===== src/rtl/calc_engine_pkg.sv =====
// Shared types and op_sel encodings for the calculator arithmetic core.
package calc_pkg;

  typedef enum logic [2:0] {
    IDLE,
    HAVE1,
    CALC,
    SHOW_RES,
    ERR
  } calc_state_t;

  localparam logic [1:0] OP_MUL = 2'b00;
  localparam logic [1:0] OP_ADD = 2'b01;
  localparam logic [1:0] OP_SUB = 2'b10;
  localparam logic [1:0] OP_RSV = 2'b11;

endpackage


===== src/rtl/calc_engine_if.sv =====
// Operand/result bundle between the keypad converters and calc_engine.
interface calc_engine_if #(
  parameter int W = 8
);
  logic           op1_valid;
  logic [W-1:0]   op1;
  logic           op2_valid;
  logic [W-1:0]   op2;
  logic [1:0]     op_sel;
  logic           in_error;
  logic           clear;
  logic [2*W-1:0] result;
  logic           done;
  logic           busy;
  logic [2*W-1:0] disp_value;
  logic           disp_valid;
  logic           error;

  modport master (
    output op1_valid, op1, op2_valid, op2, op_sel, in_error, clear,
    input  result, done, busy, disp_value, disp_valid, error
  );

  modport slave (
    input  op1_valid, op1, op2_valid, op2, op_sel, in_error, clear,
    output result, done, busy, disp_value, disp_valid, error
  );
endinterface


===== src/rtl/calc_engine_booth_seq_mult.sv =====
// Radix-2 Booth multiplier, one iteration per cycle, W iterations per product.
module booth_seq_mult #(
  parameter int W      = 8,
  parameter bit SIGNED = 1'b1
) (
  input  logic             clk,
  input  logic             rst,
  input  logic             start,
  input  logic             abort,
  input  logic [W-1:0]     a,
  input  logic [W-1:0]     b,
  output logic [2*W-1:0]   product,
  output logic             done
);
  localparam int CW = $clog2(W);

  logic [W:0]     mcand;
  logic [W:0]     acc;
  logic [W-1:0]   mplr;
  logic           q_m1;
  logic           b_msb;
  logic           running;
  logic [CW-1:0]  count;

  logic [W:0]     m_sel;
  logic [W:0]     acc_in;
  logic [W-1:0]   q_in;
  logic           qm1_in;
  logic           b_msb_sel;
  logic [W+1:0]   sum;
  logic [W:0]     acc_nx;
  logic [W-1:0]   q_nx;
  logic [W-1:0]   hi_fix;

  // One Booth step; on start the first step runs directly on the incoming operands.
  // The sum is one bit wider than the accumulator so an unsigned multiplicand cannot
  // overflow before the shift. Unsigned mode folds the extra top multiplier digit
  // (zero-extended bit W) into the high half on the final step.
  always_comb begin
    m_sel     = mcand;
    acc_in    = acc;
    q_in      = mplr;
    qm1_in    = q_m1;
    b_msb_sel = b_msb;
    if (start) begin
      m_sel     = {(SIGNED ? a[W-1] : 1'b0), a};
      acc_in    = '0;
      q_in      = b;
      qm1_in    = 1'b0;
      b_msb_sel = b[W-1];
    end
    case ({q_in[0], qm1_in})
      2'b01:   sum = {acc_in[W], acc_in} + {m_sel[W], m_sel};
      2'b10:   sum = {acc_in[W], acc_in} - {m_sel[W], m_sel};
      default: sum = {acc_in[W], acc_in};
    endcase
    acc_nx = sum[W+1:1];
    q_nx   = {sum[0], q_in[W-1:1]};
    hi_fix = (!SIGNED && b_msb_sel) ? m_sel[W-1:0] : '0;
  end

  // Iteration sequencing, final product capture and done pulse.
  always_ff @(posedge clk) begin
    if (rst) begin
      mcand   <= '0;
      acc     <= '0;
      mplr    <= '0;
      q_m1    <= 1'b0;
      b_msb   <= 1'b0;
      running <= 1'b0;
      count   <= '0;
      product <= '0;
      done    <= 1'b0;
    end else begin
      done <= 1'b0;
      if (abort) begin
        running <= 1'b0;
      end else if (start || running) begin
        mcand <= m_sel;
        acc   <= acc_nx;
        mplr  <= q_nx;
        q_m1  <= q_in[0];
        b_msb <= b_msb_sel;
        if (start) begin
          count   <= CW'(1);
          running <= 1'b1;
        end else if (count == CW'(W - 1)) begin
          running <= 1'b0;
          done    <= 1'b1;
          product <= {acc_nx[W-1:0] + hi_fix, q_nx};
        end else begin
          count <= count + CW'(1);
        end
      end
    end
  end
endmodule


===== src/rtl/calc_engine.sv =====
// Calculator arithmetic core: operand capture, mul/add/sub and display selection.
module calc_engine
  import calc_pkg::*;
#(
  parameter int W      = 8,
  parameter bit SIGNED = 1'b1
) (
  input logic          clk,
  input logic          rst,
  calc_engine_if.slave bus
);
  calc_state_t    state;
  logic [W-1:0]   op1_r;
  logic [W-1:0]   op2_r;
  logic [1:0]     opsel_r;

  logic           mult_start;
  logic           mult_abort;
  logic           mult_done;
  logic [2*W-1:0] mult_product;
  logic [2*W-1:0] addsub_res;
  logic [2*W-1:0] calc_value;
  logic           calc_ready;

  function automatic logic [2*W-1:0] ext2w(input logic [W-1:0] x);
    return SIGNED ? {{W{x[W-1]}}, x} : {{W{1'b0}}, x};
  endfunction

  // The multiplier starts in the same cycle op2 is accepted so that W steps end
  // exactly on the last CALC cycle.
  assign mult_abort = bus.clear | bus.in_error;
  assign mult_start = (state == HAVE1) && bus.op2_valid && !bus.op1_valid &&
                      (bus.op_sel == OP_MUL) && !mult_abort;

  booth_seq_mult #(
    .W      (W),
    .SIGNED (SIGNED)
  ) u_mult (
    .clk     (clk),
    .rst     (rst),
    .start   (mult_start),
    .abort   (mult_abort),
    .a       (op1_r),
    .b       (bus.op2),
    .product (mult_product),
    .done    (mult_done)
  );

  // Exact add/sub on operands widened to 2W, and selection of the finished value.
  always_comb begin
    addsub_res = '0;
    case (opsel_r)
      OP_ADD:  addsub_res = ext2w(op1_r) + ext2w(op2_r);
      OP_SUB:  addsub_res = ext2w(op1_r) - ext2w(op2_r);
      default: addsub_res = '0;
    endcase
    calc_value = addsub_res;
    calc_ready = 1'b1;
    if (opsel_r == OP_MUL) begin
      calc_value = mult_product;
      calc_ready = mult_done;
    end
  end

  // Control FSM with registered outputs; event priority clear > in_error > op1 > op2.
  always_ff @(posedge clk) begin
    if (rst) begin
      state          <= IDLE;
      op1_r          <= '0;
      op2_r          <= '0;
      opsel_r        <= OP_MUL;
      bus.result     <= '0;
      bus.done       <= 1'b0;
      bus.busy       <= 1'b0;
      bus.disp_value <= '0;
      bus.disp_valid <= 1'b0;
      bus.error      <= 1'b0;
    end else begin
      bus.done <= 1'b0;
      if (bus.clear) begin
        state          <= IDLE;
        bus.error      <= 1'b0;
        bus.busy       <= 1'b0;
        bus.disp_valid <= 1'b0;
        bus.disp_value <= '0;
      end else if (bus.in_error) begin
        state          <= ERR;
        bus.error      <= 1'b1;
        bus.busy       <= 1'b0;
        bus.disp_valid <= 1'b0;
        bus.disp_value <= '0;
      end else begin
        case (state)
          IDLE, SHOW_RES: begin
            if (bus.op1_valid) begin
              op1_r          <= bus.op1;
              bus.disp_value <= ext2w(bus.op1);
              bus.disp_valid <= 1'b1;
              state          <= HAVE1;
            end
          end
          HAVE1: begin
            if (bus.op1_valid) begin
              op1_r          <= bus.op1;
              bus.disp_value <= ext2w(bus.op1);
            end else if (bus.op2_valid) begin
              if (bus.op_sel == OP_RSV) begin
                state          <= ERR;
                bus.error      <= 1'b1;
                bus.disp_valid <= 1'b0;
                bus.disp_value <= '0;
              end else begin
                op2_r          <= bus.op2;
                opsel_r        <= bus.op_sel;
                bus.disp_value <= ext2w(bus.op2);
                bus.busy       <= 1'b1;
                state          <= CALC;
              end
            end
          end
          CALC: begin
            if (calc_ready) begin
              bus.result     <= calc_value;
              bus.disp_value <= calc_value;
              bus.done       <= 1'b1;
              bus.busy       <= 1'b0;
              state          <= SHOW_RES;
            end
          end
          ERR:     state <= ERR;
          default: state <= IDLE;
        endcase
      end
    end
  end
endmodule


===== src/flat_wrapper.sv =====
// flat-port wrapper written by rule: the top's interface ports become plain ports
module calc_engine_flat import calc_pkg::*;
#(
  parameter int W      = 8,
  parameter bit SIGNED = 1'b1
)
  (clk, rst, bus_op1_valid, bus_op1, bus_op2_valid, bus_op2, bus_op_sel, bus_in_error, bus_clear, bus_result, bus_done, bus_busy, bus_disp_value, bus_disp_valid, bus_error);
  calc_engine_if #(.W(W)) bus_i ();
  input logic clk;
  input logic rst;
  input wire logic [$bits(bus_i.op1_valid)-1:0] bus_op1_valid;
  input wire logic [$bits(bus_i.op1)-1:0] bus_op1;
  input wire logic [$bits(bus_i.op2_valid)-1:0] bus_op2_valid;
  input wire logic [$bits(bus_i.op2)-1:0] bus_op2;
  input wire logic [$bits(bus_i.op_sel)-1:0] bus_op_sel;
  input wire logic [$bits(bus_i.in_error)-1:0] bus_in_error;
  input wire logic [$bits(bus_i.clear)-1:0] bus_clear;
  output wire logic [$bits(bus_i.result)-1:0] bus_result;
  output wire logic [$bits(bus_i.done)-1:0] bus_done;
  output wire logic [$bits(bus_i.busy)-1:0] bus_busy;
  output wire logic [$bits(bus_i.disp_value)-1:0] bus_disp_value;
  output wire logic [$bits(bus_i.disp_valid)-1:0] bus_disp_valid;
  output wire logic [$bits(bus_i.error)-1:0] bus_error;
  assign bus_i.op1_valid = bus_op1_valid;
  assign bus_i.op1 = bus_op1;
  assign bus_i.op2_valid = bus_op2_valid;
  assign bus_i.op2 = bus_op2;
  assign bus_i.op_sel = bus_op_sel;
  assign bus_i.in_error = bus_in_error;
  assign bus_i.clear = bus_clear;
  assign bus_result = bus_i.result;
  assign bus_done = bus_i.done;
  assign bus_busy = bus_i.busy;
  assign bus_disp_value = bus_i.disp_value;
  assign bus_disp_valid = bus_i.disp_valid;
  assign bus_error = bus_i.error;
  calc_engine #(.W(W), .SIGNED(SIGNED)) u_core (.clk(clk), .rst(rst), .bus(bus_i));
endmodule

===== config.mk =====
export PLATFORM = sky130hd
export DESIGN_NAME = calc_engine_flat
export DESIGN_NICKNAME = d
export VERILOG_FILES = /design/src/rtl/calc_engine_pkg.sv /design/src/rtl/calc_engine_if.sv /design/src/rtl/calc_engine_booth_seq_mult.sv /design/src/rtl/calc_engine.sv /design/src/flat_wrapper.sv
export SDC_FILE = /design/constraint.sdc
export NUM_CORES = 1
export LEC_CHECK = 0
export CAP_MARGIN = 5
export CORE_ASPECT_RATIO = 2
export CORE_MARGIN = 2
export CORE_UTILIZATION = 45
export CTS_BUF_LIST = sky130_fd_sc_hd__clkbuf_8
export DETAILED_ROUTE_END_ITERATION = 8
export PLACE_DENSITY = 0.66
export SLEW_MARGIN = 20
export SYNTH_ARGS = -nofsm -noshare
export SYNTH_HDL_FRONTEND = slang
export SYNTH_SLANG_ARGS = --single-unit

===== constraint.sdc =====
create_clock -name clk -period 11.6 [get_ports clk]
set_input_delay 2.32 -clock clk [delete_from_list [all_inputs] [get_ports clk]]
set_output_delay 2.32 -clock clk [all_outputs]
set_load 0.1 [all_outputs]

==> Yosys cells after proc, flatten, opt, wreduce, memory -nomap -nowiden <==
Index checks and enable logic that the tools add are counted.
Widths: inputs -> output; s select.
{ "classes": {"n_eq_ne": 23, "n_mux": 42, "bitwise_logic": 9, "addsub": 5, "reduce_logical": 37} }
{ "ops": {"columns": ["op", "count"], "rows": [
  ["$mux 16", 6],
  ["$pmux 16 s3", 1],
  ["$pmux 16 s2", 1],
  ["$reduce_and 4->1", 7],
  ["$mux 3", 8],
  ["$pmux 10 s2", 1],
  ["$mux 1", 19],
  ["$mux 9", 2],
  ["$ne 2x2->1 const B", 6],
  ["$ne 3x3->1 const B", 4],
  ["$pmux 3 s4", 1],
  ["$reduce_bool 2->1", 6],
  ["$add 9x9->10", 1],
  ["$reduce_and 5->1", 2],
  ["$sub 9x9->10", 1],
  ["$add 8x8->9", 1],
  ["$sub 8x8->9", 1],
  ["$mux 8", 1],
  ["$not 1->1", 8],
  ["$reduce_or 4->1", 2],
  ["$eq 2x2->1 const B", 3],
  ["$eq 3x2->1 const B", 2],
  ["$eq 3x3->1 const B", 2],
  ["$reduce_and 6->1", 1],
  ["other kinds (17)", 29]
]} }
{ "word_totals": {"regBits": 105, "output_inout_bits": 36, "elab_cells": 135, "inputBits": 24} }

==> Longest topological paths before layout <==
Gate-level depths: netlist of run 1.
{ "logic_depth": {"depth_word": 8, "ltp_mapped": 20, "ltp_nobuf": 17} }

==> Modules after synthesis <==
A second synthesis of run 1 with hierarchy kept.
{ "hier_totals": {"hier_cells": 713, "area_unflattened_um2": 5980.7} }
{ "by_module_without_submodules": {"columns": ["mod", "seq_area_each_um2", "n_inst", "area_each_um2", "cells_each"], "rows": [
  ["calc_engine", 1141.1, 1, 3211.8, 391],
  ["booth_seq_mult", 960.9, 1, 2768.9, 322]
]} }

==> Worst setup path after synthesis of run 1 <==
No wires, ideal clock.
{ "synth_timing": {"kind": "input to register", "startpoint": "input port bus_op1_valid", "endpoint": "register u_core.u_mult.acc[8]", "required_ns": 11.470, "stages": 20, "n_path_buf": 5, "setup_time_ns": 0.130, "setup_slack_ns": 5.393, "t_arrival_ns": 6.078, "path_cell_list": "buf_6 -> nor3b_4 -> nand4_2 -> buf_2 -> buf_1 -> buf_1 -> nand2_1 -> ha_1 -> clkbuf_1 -> nor2_1 -> a21oi_1 -> inv_1 -> ha_1 -> nor2b_1 -> o31a_1 -> or3_1 -> a41oi_1 -> nor4_1 -> a2111oi_1 -> nand2_1"} }
{ "synth_via": {"elab_chain_cells": 7, "word_cells_on_any_way": 15, "classes_between": "2 x add/sub; 2 x eq/ne; 5 x mux; 6 x reduce/logical"} }
{ "synth_rtl": {"columns": ["element", "line", "source"], "rows": [
  ["start, declared", "flat_wrapper.sv:11", "input wire logic [$bits(bus_i.op1_valid)-1:0] bus_op1_valid;"],
  ["$logic_not 1->1 *", "calc_engine.sv:32", "assign mult_start = (state == HAVE1) && bus.op2_valid && !bus.op1_valid &&"],
  ["$logic_and 1x1->1 * (2 in a row)", "calc_engine.sv:32", null],
  ["$logic_and 1x1->1 *", "calc_engine.sv:33", "(bus.op_sel == OP_MUL) && !mult_abort;"],
  ["$mux 9, or another cell as far along", "calc_engine_booth_seq_mult.sv:45", "if (start) begin"],
  ["$sub 9x9->10, or another cell as far along", "calc_engine_booth_seq_mult.sv:54", "2'b10: sum = {acc_in[W], acc_in} - {m_sel[W], m_sel};"],
  ["$pmux 10 s2", "calc_engine_booth_seq_mult.sv:52", "case ({q_in[0], qm1_in})"],
  ["end signal, assigned", "calc_engine_booth_seq_mult.sv:80", "acc <= acc_nx;"],
  ["end, declared", "calc_engine_booth_seq_mult.sv:18", "logic [W:0] acc;"]
]} }
Mark *: on every way between the ends. The rest lies on a longest branch, timed or not.
A chain may end at the register's enable or synchronous reset.

==> Worst setup path in the final report of run 1 <==
{ "layout_timing": {"startpoint": "input port bus_op1_valid", "endpoint": "register u_core.u_mult.acc[8]"} }
{ "layout_via": {"elab_chain_cells": 7, "word_cells_on_any_way": 15, "classes_between": "2 x add/sub; 2 x eq/ne; 5 x mux; 6 x reduce/logical"} }
{ "layout_rtl": {"columns": ["element", "line", "source"], "rows": [
  ["$logic_not 1->1 *", "calc_engine.sv:32", null],
  ["$logic_and 1x1->1 * (2 in a row)", "calc_engine.sv:32", null],
  ["$logic_and 1x1->1 *", "calc_engine.sv:33", null],
  ["$mux 8 *", "calc_engine_booth_seq_mult.sv:45", null],
  ["net u_core.u_mult.q_in[0]", "calc_engine_booth_seq_mult.sv:27", "logic [W-1:0] q_in;"],
  ["$eq 2x2->1 or $eq 2x1->1 (tied branches)", "calc_engine_booth_seq_mult.sv:52", null],
  ["$pmux 10 s2 *", "calc_engine_booth_seq_mult.sv:52", null]
]} }
The timed path passes the listed nets; every way through them passes the cells marked *.

==> results of run 1 <==
## state kept, by name, summed over array words and instances, names as in the netlist, 3 cells and up
| signal | cells |
|---|---|
| u_core.bus.disp_value | 16 |
| u_core.state | 3 |
| u_core.u_mult.acc | 9 |
| u_core.u_mult.product | 16 |
| u_core.u_mult.mplr | 8 |
| u_core.op1_r | 8 |
| u_core.u_mult.count | 3 |
| u_core.bus.result | 16 |
| u_core.op2_r | 8 |
| u_core.u_mult.mcand | 9 |
## logic make-up (layout without fill, tap and decap cells)
kind of cell               after synthesis  in the layout  synth area share [%]
muxes                                   33             33                 6.051
DFF                                    105            105                 37.10
AOI/OAI and AO/OA                      170            170                 21.53
and+or+nand+nor                        275            275                 22.35
buffers and inverters                   62            104                 4.373
xor gates and xnor gates                15             15                 2.584
adders and majority gates               26             26                 6.007
## cell usage after synthesis (all sizes together) (5+ instances only)
| cell type | count | share of area [%] |
|---|---|---|
| a211oi | 39 | 5.2 |
| a21oi | 38 | 3.4 |
| a221oi | 5 | 1.1 |
| a311oi | 5 | 0.77 |
| a31oi | 7 | 0.77 |
| and2 | 10 | 1.1 |
| buf | 7 | 0.73 |
| clkbuf | 33 | 2.2 |
| dfxtp | 105 | 37 |
| ha | 24 | 5.3 |
| inv | 22 | 1.5 |
| mux2i | 29 | 5.1 |
| nand2 | 67 | 4.4 |
| nand2b | 6 | 0.66 |
| nand3 | 11 | 0.97 |
| nor2 | 109 | 7.2 |
| nor2b | 12 | 1.3 |
| nor3 | 29 | 2.7 |
| nor4 | 5 | 0.55 |
| o211a | 8 | 1.4 |
| o211ai | 9 | 1.2 |
| o21a | 11 | 1.5 |
| o21ai | 20 | 1.8 |
| or3 | 14 | 1.5 |
| xnor2 | 7 | 1.1 |
| xor2 | 7 | 1.1 |
## power by group
| group | internal [mW] | total [mW] | leakage (nW) | switching (mW) |
|---|---|---|---|---|
| logic | 0.0226 | 0.0652 | 1.48 | 0.0426 |
| clock network | 0.143 | 0.272 | 0.115 | 0.128 |
| registers | 0.363 | 0.367 | 0.847 | 0.00362 |
| total | 0.529 | 0.704 | 2.45 | 0.175 |
## metal layers
layer	vias to the layer above	track usage, %	wire, um
li1	2539	-	-
met1	2337	27.39	6240
met2	136	38.38	7576
met3	28	2.940	651
met4	0	8.495	425
met5	-	0	0
## through the flow
stage                     power (mW)  utilization [%]  cells
final                         0.7038            53.00    878
after floorplan               0.4170                -    686
after CTS                     0.7084            53.00    878
after global routing          0.7260            53.00    878
after detailed placement      0.4400            51.05    862
after global placement        0.4395            51.05    862
## final cells by class
cell class	count	share of cell area [%]
multi-input combinational	519	50.54
sequential	105	31.96
timing repair buffer	66	9.701
tap	150	2.853
clock buffer	9	1.883
clock inverter	7	1.807
inverter	22	1.255
## worst reg2reg max path, delay by kind of cell (launching register included)
family | cells | cell delay, ns
AND/OR/NAND/NOR | 10 | 1.67
AO/OA/AOI/OAI | 4 | 1.26
adder cells (fa/ha/maj) | 2 | 0.67
flip-flops | 1 | 0.43
buffers and inverters | 2 | 0.31
## how the worst max path moves through the flow
stage / depth (start not counted) / endpoint / slack [ns]
2_1_floorplan: 20 / u_core.u_mult.acc[8]$_SDFFE_PP0P_ / 5.39
3_3_place_gp: 19 / u_core.u_mult.acc[8]$_SDFFE_PP0P_ / 4.96
3_5_place_dp: 19 / u_core.u_mult.acc[8]$_SDFFE_PP0P_ / 4.82
4_1_cts: 19 / u_core.u_mult.acc[8]$_SDFFE_PP0P_ / 5.21
5_1_grt: 19 / u_core.u_mult.acc[8]$_SDFFE_PP0P_ / 4.86
6_report: 19 / u_core.u_mult.acc[8]$_SDFFE_PP0P_ / 5.20
==> results by group, run 1 <==
Synthesis
  – Yosys Warn Count: 0
  – Number of flip-flops and latches in the synthesized netlist: roughly 110
  – Syn nets: 736
  – Post-synthesis cell count: 686
  – Synth unique cells: 66
  – Post-synthesis average cell area: 8.259 sq um
  – EDFF count, synth: 0
  – Mapped Area: 0.005665 sq mm
  – Sequential area share after synthesis: 37.10%
  – Most used flip-flop cell after synthesis: sky130_fd_sc_hd__dfxtp_1
  – Ys async rst share: 0%

Setup path
  – Startpoint class of the critical path: primary input
  – Minimum setup slack among reg-to-reg paths: 7.14 ns
  – Worst flop-to-flop path startpoint: u_core.state[0]$_SDFFE_PP0P_
  – Largest fanout on the critical path: 14
  – Standard cell with the maximum stage delay on the critical path: sky130_fd_sc_hd__clkdlybuf4s50_1
  – List of cells traversed by the critical path: clkdlybuf4s50_1 -> nor3b_4 -> nand2_1 -> nor4_1 -> buf_4 -> nand2_1 -> nand2_1 -> ha_1 -> nor2_1 -> a21oi_1 -> inv_1 -> ha_1 -> nor2b_1 -> o31a_1 -> or3_1 -> a41oi_1 -> nor4_1 -> a2111oi_1 -> nand2_1
  – Endpoint arrival time on the critical path: 6.66 ns
  – Buffering stage count on the worst path with inverters included: 3
  – Endpoint class of the critical path: flop
  – Kind of cell adding the most delay to the critical path: simple AND/OR/NAND/NOR gates
  – Worst Setup Path Type: in2reg
  – R2r worst-path depth: 18
  – Worst Path Required: 11.86 ns
  – Endpoint of the lowest-slack register-to-register path: u_core.u_mult.acc[8]$_SDFFE_PP0P_
  – Most frequent cell on the critical path: sky130_fd_sc_hd__nand2_1
  – Largest stage delay on the critical path: between 0.5 and 0.6 ns
  – Launch point of the worst path: bus_op1_valid

GRT
  – Maximum number of pins on one net before global-route repair: between 70 and 80
  – Overflow left after global routing: 0
  – Wire length of the first global-routing pass: 23970 um
  – Number of antenna violations at the first check in global routing: 0
  – Total global-route track usage: 22.01%
  – Number of global-route vias before repair: 4637

Place
  – Port Buf Inserts: 59
  – Place WS: around 4.8 ns
  – Routability congestion estimate from global placement: 0.8563
  – Post-DP Area: 0.006335 sq mm
  – Hpwl dp: 11090 um

Worst hold path
  – Min-delay worst type: reg2reg
  – Source of the worst hold timing path: u_core.opsel_r[0]$_SDFFE_PP0P_
  – Hold path endpoint: u_core.opsel_r[0]$_SDFFE_PP0P_
  – Hold Path Cell Cnt: 2

Timing
  – Final-report hold violation count: 0
  – Clk_skew: 0.01135 ns
  – Final worst setup slack: around 5.2 ns
  – Unrepaired setup endpoints after global routing: no
  – Final cycle utilization of the critical path: 55.17%
  – Relative slew slack: 34.96%
  – Max-slew violation count: 0
  – Worst hold slack across all endpoints: 0.4609 ns
  – Transition at the pin with the smallest max-transition slack: approximately 0.97 ns
  – Count of final setup violators: 0
  – Post-route minimum period: ~6.4 ns
  – Total Neg Setup Slack: 0 ns
  – Peak clock frequency supported by timing: 156.3 MHz

Floorplanning
  – Site row count: 58
  – Initial Utilization: 45.65%
  – I/O pin count: 60
  – Die Y-Extent: 162.7 um
  – Area enclosed by the die boundary: 0.01356 sq mm
  – Core box area: 0.01241 sq mm
  – Chip Width: 83.34 um

Routing
  – Antenna-violating nets left: 0
  – Via total after detailed routing: 5040
  – Post-Route WL: approximately 15000 um
  – Average routed wire per standard cell: 16.96 um
  – First-pass iteration count of the detailed router: 6
  – Vias/cell: 5.740
  – Post-route DRC violation count: 0
  – Iteration-0 DRC Markers: a little under 300

Run status
  – Outcome: finished, final reports clean

Finish
  – Area grow syn2layout: 16.10%
  – Layout cell share with drive strength beyond 1: ~5.5%
  – Final standard cell area without fillers: 0.006578 sq mm
  – Total area of multi-input combinational cells: 0.003324 sq mm
  – Final layout net count: 773
  – Highest-count cells in the layout ignoring fill and taps: 109 x sky130_fd_sc_hd__nor2_1, 105 x sky130_fd_sc_hd__dfxtp_1, 67 x sky130_fd_sc_hd__nand2_1
  – Layout fillers: 1173
  – Area taken by flip-flops and latches: 0.002102 sq mm
  – Diode count: 0
  – Most common cell after layout, fill and taps aside: sky130_fd_sc_hd__nor2_1

CTS
  – Number of buffers inserted for hold repair after clock tree synthesis: 0
  – Reg clk slew, reported paths: 0.10 ns
  – Post-CTS setup buffer count: 0
  – Number of buffers created by CTS: 9
  – Clock H-tree levels: 3
  – Clock tree root driver cell: sky130_fd_sc_hd__clkbuf_8
  – Clock tree from TritonCTS: built
  – Clk_lat worst skew: 0.37 ns
  – TritonCTS sink count: 105
  – Buffers from clock root to sink, at most: 2
  – Quantity of gates resized following cts: 0

Pwr
  – Peak supply drop: 0.07331 mV
  – Power density over cell area: 107.0 mW/mm^2
  – Leakage component of the power: 2.446 nW

Run
  – Maxcap violations: 0
Power figures use the tool's default switching activity.
==> run 2: changes to the inputs <==
- clock period: 11.6 -> 6.56 ns (I/O delays scaled with it)
==> run 2 against run 1 <==
Clock skew down 0.0029 ns. Sequential power grew 77%. Critical path depth down 1. Setup slack worse by 4.3 ns. Cell count stayed put. Count of clock-buffer cells in the layout up 3. Worst hold slack got worse by 0.0012 ns. Register-to-register slack got worse by 5.3 ns. Final area shrank 0.82%. Wire length is 1.5% lower. Core utilization is 0.43 points lower. First-iteration DRC count up 4.7%. Critical path type unchanged.
==> results by group, run 2 (synthesis results as in run 1) <==
Pwr
  – Relative contribution of the clock network to total power: 32.9% (-5.7 points)
  – Leakage component of the power: 2.431 nW (-0.64%)
  – Part of the power in combinational logic: 10.1% (+0.8 points)
  – Switching power: 0.2901 mW (+66%)
  – Switching Fraction: 25.50% (+0.68 points)
  – Power share of the sequential group: 57.1% (+5.0 points)
  – Cell-internal power: 0.8474 mW (+60%)
  – Power density over cell area: 174.4 mW/mm^2 (+63%)
  – Peak supply drop: 0.1102 mV (+50%)
  – Power after layout: 1.137 mW (+62%)

Routing
  – Iteration-0 DRC Markers: 310 (+4.7%)
  – Via total after detailed routing: 4982 (-1.2%)
  – Antenna-violating nets left: 0 (unchanged)
  – Vias/cell: 5.674 (-1.2%)
  – Average routed wire per standard cell: 16.71 um (-1.5%)
  – First-pass iteration count of the detailed router: 5 (-1)
  – Post-route DRC violation count: 0 (unchanged)
  – Post-Route WL: 14670 um (-1.5%)

Timing
  – Peak clock frequency supported by timing: 177.6 MHz
  – Count of final setup violators: 0 (unchanged)
  – Final-report hold violation count: 0 (unchanged)
  – Unrepaired setup endpoints after global routing: no
  – Relative slew slack: 34.74% (-0.22 points)
  – Worst hold slack across all endpoints: 0.4597 ns (-0.001208 ns)
  – Total Neg Setup Slack: 0 ns (unchanged)
  – Transition at the pin with the smallest max-transition slack: 0.9759 ns (+0.003255 ns)
  – Final cycle utilization of the critical path: 85.83%
  – Clk_skew: 0.008493 ns (-0.002855 ns)
  – Post-route minimum period: between 5 and 6 ns
  – Max-slew violation count: 0 (unchanged)

Setup path
  – Most frequent cell on the critical path: sky130_fd_sc_hd__nand2_1
  – Endpoint arrival time on the critical path: 5.89 ns (-0.77 ns)
  – Startpoint class of the critical path: primary input
  – Worst Path Required: 6.82 ns (-5.04 ns)
  – Largest fanout on the critical path: 14 (unchanged)
  – Largest stage delay on the critical path: 0.62 ns (+0.05 ns)
  – Endpoint class of the critical path: flop
  – Standard cell with the maximum stage delay on the critical path: sky130_fd_sc_hd__nor4_1
  – Worst Setup Path Type: in2reg
  – List of cells traversed by the critical path: clkdlybuf4s50_1 -> nor3b_4 -> nand2_1 -> nor4_1 -> nand2_1 -> nand2_1 -> ha_1 -> nor2_1 -> a21oi_1 -> inv_1 -> ha_1 -> nor2b_1 -> o31a_1 -> or3_1 -> a41oi_1 -> nor4_1 -> a2111oi_1 -> nand2_1

Finish
  – Diode count: 0 (unchanged)
  – Highest-count cells in the layout ignoring fill and taps: 109 x sky130_fd_sc_hd__nor2_1, 105 x sky130_fd_sc_hd__dfxtp_1, 67 x sky130_fd_sc_hd__nand2_1
  – Final layout net count: 774 (+0.13%)
  – Largest registers: u_core.bus.disp_value x16, u_core.bus.result x16, u_core.u_mult.product x16
  – Final core utilization: 52.57% (-0.43 points)
  – Area grow syn2layout: 15.15%
  – Layout cell share with drive strength beyond 1: 5.357% (-0.14 points)
  – Final standard cell area without fillers: 0.006524 sq mm (-0.82%)
  – Most common cell after layout, fill and taps aside: sky130_fd_sc_hd__nor2_1

CTS
  – Number of buffers inserted for hold repair after clock tree synthesis: 0 (unchanged)
  – Number of buffers created by CTS: 9 (unchanged)
  – TritonCTS sink count: 105 (unchanged)
  – Buffers from clock root to sink, at most: 2 (unchanged)
  – Post-CTS setup buffer count: 0 (unchanged)
  – Reg clk slew, reported paths: 0.09 ns (about the same)
  – Clock H-tree levels: 3 (unchanged)
  – Clock tree root driver cell: sky130_fd_sc_hd__clkbuf_8
  – Quantity of gates resized following cts: 0 (unchanged)
  – Clk_lat worst skew: 0.38 ns (about the same)
  – Clock tree from TritonCTS: built

Floorplanning
  – Site row count: 58 (unchanged)
  – Initial Utilization: 45.65% (unchanged)
  – Area enclosed by the die boundary: 0.01356 sq mm (unchanged)
  – I/O pin count: 60 (unchanged)
  – Chip Width: 83.34 um (unchanged)
  – Die Y-Extent: 162.7 um (unchanged)
  – Core box area: 0.01241 sq mm (unchanged)

Place
  – Post-DP Area: 0.006342 sq mm (+0.12%)
  – Port Buf Inserts: 59 (unchanged)
  – Routability congestion estimate from global placement: 0.9054 (+5.7%)
  – Hpwl dp: 11160 um (+0.71%)

GRT
  – Number of global-route vias before repair: 4592 (-0.97%)
  – Number of antenna violations at the first check in global routing: 0 (unchanged)
  – Total global-route track usage: 21.92% (-0.093 points)
  – Wire length of the first global-routing pass: 23650 um (-1.4%)
  – Maximum number of pins on one net before global-route repair: 72 (-1.4%)
  – Overflow left after global routing: 0 (unchanged)

Worst hold path
  – Min-delay worst type: reg2reg

Run status
  – Outcome: finished, final reports clean

Run
  – Maxcap violations: 0 (unchanged)
run 2: cell types whose count changed in the layout (fill, tap and decap cells not counted), sizes merged:
cell,previous run,this run
clkinvlp,2,1
bufinv,3,0
clkinv,2,1
inv,22,23
buf,8,9
clkbuf,9,12
run 2: area by class of cell:
type | instances | area [sq um]
Fill cell | 1199 | 5886
Inverter | 22 | 82.58
Sequential cell | 105 | 2102
Timing Repair Buffer | 67 | 645.6
Tap cell | 150 | 187.7
Multi-Input combinational cell | 519 | 3324
Clock buffer | 12 | 165.2
Clock inverter | 3 | 16.27
run 2: path summary, 6_finish.rpt:
path | from | end | slack [ns] | cells past startpoint
min reg2reg | u_core.opsel_r[0]$_SDFFE_PP0P_ | u_core.opsel_r[0]$_SDFFE_PP0P_ | 0.46 | 2
min | u_core.opsel_r[0]$_SDFFE_PP0P_ | u_core.opsel_r[0]$_SDFFE_PP0P_ | 0.46 | 2
max reg2reg | u_core.state[0]$_SDFFE_PP0P_ | u_core.u_mult.acc[8]$_SDFFE_PP0P_ | 1.88 | 17
max | bus_op1_valid | u_core.u_mult.acc[8]$_SDFFE_PP0P_ | 0.93 | 18
run 2: metal layers:
| metal | wire, um | global-route usage, % | vias up |
|---|---|---|---|
| li1 | - | - | 2541 |
| met1 | 6196 | 26.34 | 2284 |
| met2 | 7146 | 36.80 | 122 |
| met3 | 609 | 4.460 | 35 |
| met4 | 720 | 11.25 | 0 |
| met5 | 0 | 0 | - |
run 2: power by group through the flow:
stage	registers, mW	clock network [mW]	logic [mW]
after CTS	0.649	0.389	0.115
after floorplan	0.683	0	0.0546
after detailed placement	0.664	0	0.114
final	0.649	0.374	0.115
after global placement	0.664	0	0.113
after global routing	0.650	0.412	0.123
run 2: per-stage QoR:
stage / std cells / setup slack [ns]
floorplan: 686 / 1.361
detailed placement: 863 / 0.6277
global placement: 863 / 0.7214
global route: 878 / 0.6516
finish: 878 / 0.9294
CTS: 878 / 1.018
run 2: critical path, delay by kind of cell:
kind | cells | cell delay [ns]
compound gates | 4 | 1.22
fa+ha+maj | 2 | 0.68
buf+inv | 2 | 0.63
simple gates | 10 | 2.03
